File: src/rtl/register_serializer.sv
// Parallel-to-serial shifter: captures d on load&&ready, emits WIDTH bits on sout, then a one-cycle done.
// Outputs are decoded from state registers only; a load while busy is dropped, the requester must hold it.
module register_serializer #(
   parameter int WIDTH     = 8,
   parameter bit MSB_FIRST = 1'b1
) (
   input  logic                     clk,
   input  logic                     rst_n,
   input  logic                     load,
   input  logic [WIDTH-1:0]         d,
   output logic                     ready,
   output logic                     sout,
   output logic                     valid,
   output logic                     done,
   output logic                     parity,
   output logic [$clog2(WIDTH)-1:0] bit_idx
);

   localparam int CW = $clog2(WIDTH);

   typedef enum logic [1:0] {IDLE, SHIFT, DONE} state_t;

   state_t           state, state_nxt;
   logic [WIDTH-1:0] shreg, shreg_nxt;
   logic [CW-1:0]    cnt, cnt_nxt;
   logic             parity_nxt;

   always_ff @(posedge clk or negedge rst_n) begin
      if (!rst_n) begin
         state  <= IDLE;
         shreg  <= '0;
         cnt    <= '0;
         parity <= 1'b0;
      end else begin
         state  <= state_nxt;
         shreg  <= shreg_nxt;
         cnt    <= cnt_nxt;
         parity <= parity_nxt;
      end
   end

   always_comb begin
      state_nxt  = state;
      shreg_nxt  = shreg;
      cnt_nxt    = cnt;
      parity_nxt = parity;
      ready      = 1'b0;
      valid      = 1'b0;
      done       = 1'b0;
      sout       = 1'b0;
      bit_idx    = cnt;
      case (state)
         IDLE: begin
            ready = 1'b1;
            if (load) begin
               shreg_nxt  = d;
               parity_nxt = ^d;
               cnt_nxt    = '0;
               state_nxt  = SHIFT;
            end
         end
         SHIFT: begin
            valid = 1'b1;
            // Shift toward whichever end feeds sout, zero-filling behind.
            if (MSB_FIRST) begin
               sout      = shreg[WIDTH-1];
               shreg_nxt = {shreg[WIDTH-2:0], 1'b0};
            end else begin
               sout      = shreg[0];
               shreg_nxt = {1'b0, shreg[WIDTH-1:1]};
            end
            if (cnt == CW'(WIDTH-1)) begin
               cnt_nxt   = '0;
               state_nxt = DONE;
            end else begin
               cnt_nxt = cnt + CW'(1);
            end
         end
         DONE: begin
            done      = 1'b1;
            state_nxt = IDLE;
         end
         default: state_nxt = IDLE;
      endcase
   end

endmodule

File: config.mk
export PLATFORM = sky130hd
export DESIGN_NAME = register_serializer
export DESIGN_NICKNAME = d
export VERILOG_FILES = /design/src/rtl/register_serializer.sv
export SDC_FILE = /design/constraint.sdc
export NUM_CORES = 1
export LEC_CHECK = 0
export CELL_PAD_IN_SITES_DETAIL_PLACEMENT = 1
export CELL_PAD_IN_SITES_GLOBAL_PLACEMENT = 1
export CORE_MARGIN = 4
export CORE_UTILIZATION = 33
export CTS_BUF_LIST = sky130_fd_sc_hd__clkbuf_4 sky130_fd_sc_hd__clkbuf_8
export CTS_CLUSTER_DIAMETER = 50
export DETAILED_ROUTE_END_ITERATION = 7
export PLACE_DENSITY = 0.81
export SETUP_SLACK_MARGIN = 0.2
export SKIP_LAST_GASP = 1
export SLEW_MARGIN = 20
export SYNTH_ARGS = -nofsm -noshare
export SYNTH_HDL_FRONTEND = slang
export SYNTH_SLANG_ARGS = --single-unit
File: constraint.sdc
create_clock -name clk -period 1.3 [get_ports clk]
set_clock_uncertainty 0.05 [all_clocks]
set_input_delay 0.39 -clock clk [delete_from_list [all_inputs] [get_ports clk]]
set_output_delay 0.39 -clock clk [all_outputs]
set_load 0.03 [all_outputs]
==> qor.csv, run 1 <==
stage;metric;value;unit
worst_setup_path;arrival;1.19;ns
global_route;grt_use_met3;3.963;%
timing;fin_tns_setup;-2.729;ns
worst_setup_path;slowest_stage;dfrtp_2;
synth;synth_top_area_share;47.06;%
routing;vias;818;
routing;via_per_inst;5.417;
synth;synth-seq-cells;14;
worst_setup_path;path_max_fanout;5;
floorplanning;num_rows;16;
synth;synth_cell_types;17;
floorplanning;dieHeight;55.50;µm
synth;synth.largest_area_cell;dfrtp_1;
outcome;violations;setup timing;
power;p_per_area;2213;nW/µm²
layout;stdcell_count;151;
power;p_total;2.930;mW
synth;ys_warn_count;0;
global_route;grt_max_degree;15;
synth;synth_cells;77;
layout;drive_gt1_share;46.34;%
synth;yosysSeqAreaShare;47.06;%
global_route;grt_pass1_wl;4912;µm
global_route;grt_pass1_vias;903;
layout;area_growth;77.82;%
placement;place_inst;134;
placement;dpl_cell_area;1102;µm²
timing;final_hold_viol_count;0;
cts;cts_buffers;3;
routing;dr.pass1.iters;4;
cts;clkSinkCount;14;
timing;min_period;1.630;ns
timing;finalSetupViolCount;19;
placement;gp_congestion;0.7418;
floorplanning;start_util;36.46;%
run;maxCapViolCount;0;
synth;synth_edf_count;0;
synth;synthArstFlopShare;100.0;%
cts;hold_buffers;0;
floorplanning;die_w;55.50;µm
floorplanning;core_area;2042;µm²
placement;io_buffers;18;
timing;slew_headroom;82.15;%
cts;clk_latency;0.30;ns
routing;ant_nets;0;
timing;worst_slack;-0.3298;ns
layout;final_net_count;137;
worst_setup_path;cp_cell_sequence;nor2_4, and2_4, buf_6;
routing;wl_per_cell;20.77;µm
timing;rsz0062_at_grt;true;
outcome;status;complete, but fails checks;
worst_hold_path;hp-class;primary input to asynchronous set/reset pin;
cts;root_buffer;clkbuf_4;
cts;cts_tree;done;
worst_setup_path;worstPathRequired;0.86;ns
power;irDropWorstVdd;0.001427;V
floorplanning;dieArea;3080;µm²
placement;hpwlAfterDp;1652;µm
synth;synth_nets;90;
worst_setup_path;cp-end-kind;output pin;
routing;drc;0;
global_route;antenna_found_initial;1;
synth;synth_flop_cell;dfrtp_1;
synth;mappedNetlistArea;744.5;µm²
worst_setup_path;crit_start;state[1];
cts;path_clk_slew;0.10;ns
timing;worst_pin_slew;0.2659;ns
layout;fin_util;64.83;%
worst_setup_path;r2r-start;state[1];
global_route;top_usage_layer;met2;
timing;max_freq;613.6;MHz
cts;htree_levels;1;
synth;synth_common_cells;14 x dfrtp_1, 10 x a21oi_1, 10 x nor2b_1;
timing;slew_violations;0;
power;leakage;0.5991;nW
synth;synth.most_common_cell;dfrtp_1;
floorplanning;ios;19;
global_route;grt.met2_usage;34.80;%
synth;ys_top_cells_by_area;dfrtp_1 47%, nor2b_1 8.4%, xnor2_1 8.2%, a22oi_1 7.1%, a21oi_1 6.7%;
timing;min_period_over_period;125.4;%
global_route;grt_util_met1;26.25;%
synth;syn_avg_cell_area;9.668;µm²
global_route;track_usage;21.30;%
cts;clockBufferDepth;2;
global_route;gr-total-overflow;0;
worst_setup_path;cp-start-kind;flop;
routing;wl;3136;µm
routing;drt_iter0_markers;19;
layout;final_cell_area;1324;µm²
worst_setup_path;cp_slowest_stage_delay;0.48;ns
worst_setup_path;crit_type;flop to output pin;
## power breakdown
part	internal, mW	total, mW	switching [mW]
Sequential	0.613	0.785	0.173
Clock	0.171	0.338	0.167
Combinational	0.925	1.81	0.881
## kinds of logic (layout without fill, tap and decap cells)
family          Yosys count  count (layout)  synth area share (%)
flops                    14              14                 47.06
fa+ha+maj                 2               2                 3.361
other cells               0               1                     0
simple gates             18              18                 13.11
compound gates           30              30                 24.54
buf+inv                   6              52                 3.697
xor+xnor                  7               7                 8.235
## timing repair
| item | CTS | global route |
|---|---|---|
| pin swaps | 8 | 3 |
| gates resized for setup | 40 | 6 |
| endpoints found under the hold margin | 0 | 0 |
| buffers inserted | 8 | 3 |
| cloned | 1 | 0 |
| endpoints found under the setup margin | 22 | 22 |
## final timing paths
check                        endpoint  slack (ns)  depth (start not counted)
hold / removal             bit_idx[1]        0.33                          2
setup reg to reg               parity       -0.25                          7
hold reg to reg              shreg[0]        0.49                          2
min in group clk             shreg[0]        0.49                          2
setup / recovery                 sout       -0.33                          3
max in group asynchronous  bit_idx[0]        0.68                          2
## critical path: cells and delay by family (launching register included)
family,cells,cell delay (ns)
simple gates,2,0.30
buf+inv,1,0.12
flops,1,0.48
## final cells by class
| cell class | instances | area (µm²) |
|---|---|---|
| Fill cell | 234 | 718.2 |
| Multi-Input combinational cell | 57 | 450.4 |
| Timing Repair Buffer | 47 | 442.9 |
| Sequential cell | 14 | 354.1 |
| Clock buffer | 4 | 36.28 |
| Tap cell | 27 | 33.78 |
| Inverter | 1 | 3.754 |
| Antenna cell | 1 | 2.502 |
## metrics by stage
| step | setup slack (ns) | hold WS [ns] |
|---|---|---|
| 2_1_floorplan | -0.09270 | 0.04441 |
| 3_3_place_gp | -0.3800 | 0.4401 |
| 3_5_place_dp | -0.4163 | 0.4582 |
| 4_1_cts | -0.3246 | 0.3535 |
| 5_1_grt | -0.3918 | 0.3454 |
| 6_report | -0.3298 | 0.3347 |
## sequential cells by signal, summed over array words and instances (netlist names)
name	flops
state	2
parity	1
bit_idx	3
shreg	8
## routing by layer
layer  vias to the layer above  routed length, µm
met5                         -                  0
met4                         0                100
met3                         8                149
met2                        30               1557
met1                       415               1328
li1                        365                  -
## cells in the final DEF, fill, tap and decap left out, types with 6 or more instances in the layout
master         count
a22oi_1            7
dlygate4sd2_1      9
dfrtp_1           11
o21ai_1            8
nor2b_1            8
xnor2_1            6
buf_6             17
a21oi_1           10
buf_4             19
Power figures use the tool's default switching activity.
==> run 2: changes to the inputs <==
--- a/config.mk
+++ b/config.mk
@@ -8,11 +8,12 @@
 export CELL_PAD_IN_SITES_DETAIL_PLACEMENT = 1
 export CELL_PAD_IN_SITES_GLOBAL_PLACEMENT = 1
 export CORE_MARGIN = 4
-export CORE_UTILIZATION = 33
+export CORE_UTILIZATION = 37
 export CTS_BUF_LIST = sky130_fd_sc_hd__clkbuf_4 sky130_fd_sc_hd__clkbuf_8
 export CTS_CLUSTER_DIAMETER = 50
 export DETAILED_ROUTE_END_ITERATION = 7
-export PLACE_DENSITY = 0.81
+export MAX_ROUTING_LAYER = met4
+export PLACE_DENSITY = 0.86
 export SETUP_SLACK_MARGIN = 0.2
 export SKIP_LAST_GASP = 1
 export SLEW_MARGIN = 20
==> constraint.sdc (replaced) <==
create_clock -name clk -period 1.8 [get_ports clk]
set_clock_uncertainty 0.05 [all_clocks]
set_input_delay 0.54 -clock clk [delete_from_list [all_inputs] [get_ports clk]]
set_output_delay 0.54 -clock clk [all_outputs]
set_load 0.03 [all_outputs]
==> run 2 against run 1 <==
The flow now finishes without violations. Utilization fell by 6.5 points. Sequential power fell by 31%. Setup slack improved by 0.37 ns. Critical endpoint unchanged. Largest cell class unchanged. Largest power group unchanged.
==> qor.csv, run 2 (synthesis gave the netlist of run 1 again) <==
stage;metric;value;unit;change
timing;slew_headroom;82.55;%;+0.40 points
global_route;gr-total-overflow;0;;unchanged
global_route;antenna_found_initial;0;;-1
routing;wl_per_cell;16.91;µm;-19%
routing;via_per_inst;5.462;;+0.82%
global_route;top_usage_layer;met2;;
worst_setup_path;path_max_fanout;4;;-1
placement;io_buffers;18;;unchanged
floorplanning;core_area;1821;µm²;-11%
power;p_per_area;1578;nW/µm²;-29%
power;switching_share;42.60;%;+0.92 points
routing;dr.pass1.iters;4;;unchanged
layout;fin_util;58.28;%;-6.5 points
floorplanning;num_rows;15;;-1
power;power_frac_seq;32.4;%;+5.6 points
floorplanning;dieHeight;52.86;µm;-4.8%
power;switchingPower;0.7133;mW;-42%
worst_hold_path;worstHoldPathCells;2;;
cts;clkSinkCount;14;;unchanged
layout;multi_input_area;386.6;µm²;-14%
timing;finalSetupViolCount;0;;-19
layout;largest_reg_flops;8;;unchanged
cts;clockBufferDepth;2;;unchanged
layout;drive_gt1_share;27.62;%;-19 points
layout;seq_area;351.6;µm²;-0.71%
global_route;track_usage;19.01;%;-2.3 points
routing;drt_iter0_markers;6;;-13
outcome;status;complete, no violations;;
placement;hpwlAfterDp;1561;µm;-5.5%
cts;root_buffer;clkbuf_4;;
worst_hold_path;hp-start;shreg[0];;
routing;ant_nets;0;;unchanged
routing;drc;0;;unchanged
power;leakage;0.4618;nW;-23%
global_route;grt_pass1_vias;747;;-17%
power;pwr-share-comb;53.3;%;-8.3 points
power;p_int;0.9613;mW;-44%
timing;worst_pin_slew;0.2612;ns;-0.004674 ns
timing;holdWs;0.4813;ns;+0.1466 ns
placement;gp_congestion;0.7918;;+6.7%
global_route;grt.met2_usage;31.20;%;-3.6 points
layout;fill_cells;216;;-7.7%
cts;clk_latency;0.29;ns;about the same
worst_setup_path;rrSetupSlack;0.52;ns;+0.77 ns
run;maxCapViolCount;0;;unchanged
floorplanning;dieArea;2794;µm²;-9.3%
power;irDropWorstVdd;0.0008087;V;-43%
worst_setup_path;cp-end-kind;output pin;;
timing;fin_tns_setup;0;ns;+2.729 ns
layout;regMostFlops;shreg;;
layout;diodes;0;;-1
layout;final_net_count;119;;-13%
cts;cts_tree;done;;
routing;wl;2198;µm;-30%
cts;path_clk_slew;0.09;ns;about the same
worst_setup_path;arrival;1.17;ns;-0.02 ns
worst_hold_path;holdPathEnd;shreg[0];;
global_route;grt_util_met1;24.69;%;-1.6 points
layout;final_cell_mix;13 x dfrtp_1, 10 x a21oi_1, 10 x clkdlybuf4s50_1, 10 x buf_4, 9 x nor2b_1;;
worst_setup_path;worstPathRequired;1.21;ns;+0.35 ns
global_route;grt_pass1_wl;3663;µm;-25%
worst_setup_path;cp-start-kind;flop;;
worst_hold_path;hp-class;flop to flop;;
worst_setup_path;crit_type;flop to output pin;;
global_route;grt_use_met3;2.535;%;-1.4 points
timing;max_freq;567.9;MHz;
timing;min_period;1.761;ns;
timing;min_period_over_period;97.82;%;
routing;vias;710;;-13%
cts;cts_buffers;3;;unchanged
timing;final_hold_viol_count;0;;unchanged
layout;final_common_cell;dfrtp_1;;
timing;rsz0062_at_grt;true;;
worst_setup_path;worstReg2RegEnd;bit_idx[2];;
floorplanning;start_util;40.89;%;+4.4 points
power;power_frac_clock;14.3;%;+2.8 points
layout;area_growth;42.52;%;
floorplanning;ios;19;;unchanged
worst_setup_path;reg2reg_depth;3;;-4
global_route;grt_max_degree;15;;unchanged
worst_setup_path;r2r-start;bit_idx[0];;
floorplanning;die_w;52.86;µm;-4.8%
timing;slew_violations;0;;unchanged
cts;htree_levels;1;;unchanged
-- run 2: cell count changes in the layout (fill, tap and decap cells not counted), moves of 3 or more --
cell	change
buf_6	-12
buf_4	-9
clkdlybuf4s50_1	+9
dlygate4sd2_1	-9
o21ai_0	+8
o21ai_1	-8
buf_2	+3
-- run 2: metal layers --
| metal | vias up | wire length [µm] | part of all wire (%) |
|---|---|---|---|
| met5 | - | 0 | 0 |
| met4 | 0 | 25 | 1.1 |
| met3 | 5 | 95 | 4.3 |
| met2 | 21 | 1081 | 49 |
| met1 | 356 | 995 | 45 |
| li1 | 328 | - | - |
-- run 2: final cells by class --
cell class | count | area share, %
clock buffers | 4 | 3.420
inverters | 1 | 0.3538
multi-input cells | 57 | 36.44
flip-flops and latches | 14 | 33.14
well taps | 25 | 2.948
repair buffers | 29 | 23.70
-- run 2: power by group through the flow --
stage          clock [mW]  combinational [mW]  sequential (mW)
2_1_floorplan           0               0.447            0.599
3_3_place_gp            0               0.803            0.526
3_5_place_dp            0               0.836            0.540
4_1_cts             0.240               0.901            0.541
5_1_grt             0.250               0.975            0.565
6_report            0.239               0.893            0.542
-- run 2: worst max path at each step --
stage	from	to	cells after the start
6_report	state[1]	sout	3
5_1_grt	state[0]	ready	3
4_1_cts	state[1]	sout	3
3_5_place_dp	d[4]	parity	5
3_3_place_gp	d[2]	parity	5
2_1_floorplan	state[1]	ready	2
-- run 2: timing repair --
action	4_1_cts	5_1_grt
hold buffers	0	0
endpoints found under the setup margin	8	8
resized for setup	18	10
setup buffers	2	0
cloned	0	0
pin swaps	0	0
-- run 2: critical path, stage by stage (launching register included) --
cell and delay (ns):
dfrtp_2 0.45, nor2_4 0.15, and2_4 0.16, buf_6 0.12
-- run 2: through the flow --
step / setup WS [ns] / instance area, µm² / total power, mW / instances
2_1_floorplan: 0.1862 / 759.5 / 1.046 / 77
3_3_place_gp: 0.005578 / 1001 / 1.329 / 124
3_5_place_dp: -0.03894 / 1001 / 1.376 / 124
4_1_cts: 0.04479 / 1077 / 1.681 / 130
5_1_grt: -0.001997 / 1061 / 1.790 / 130
6_report: 0.03921 / 1061 / 1.675 / 130
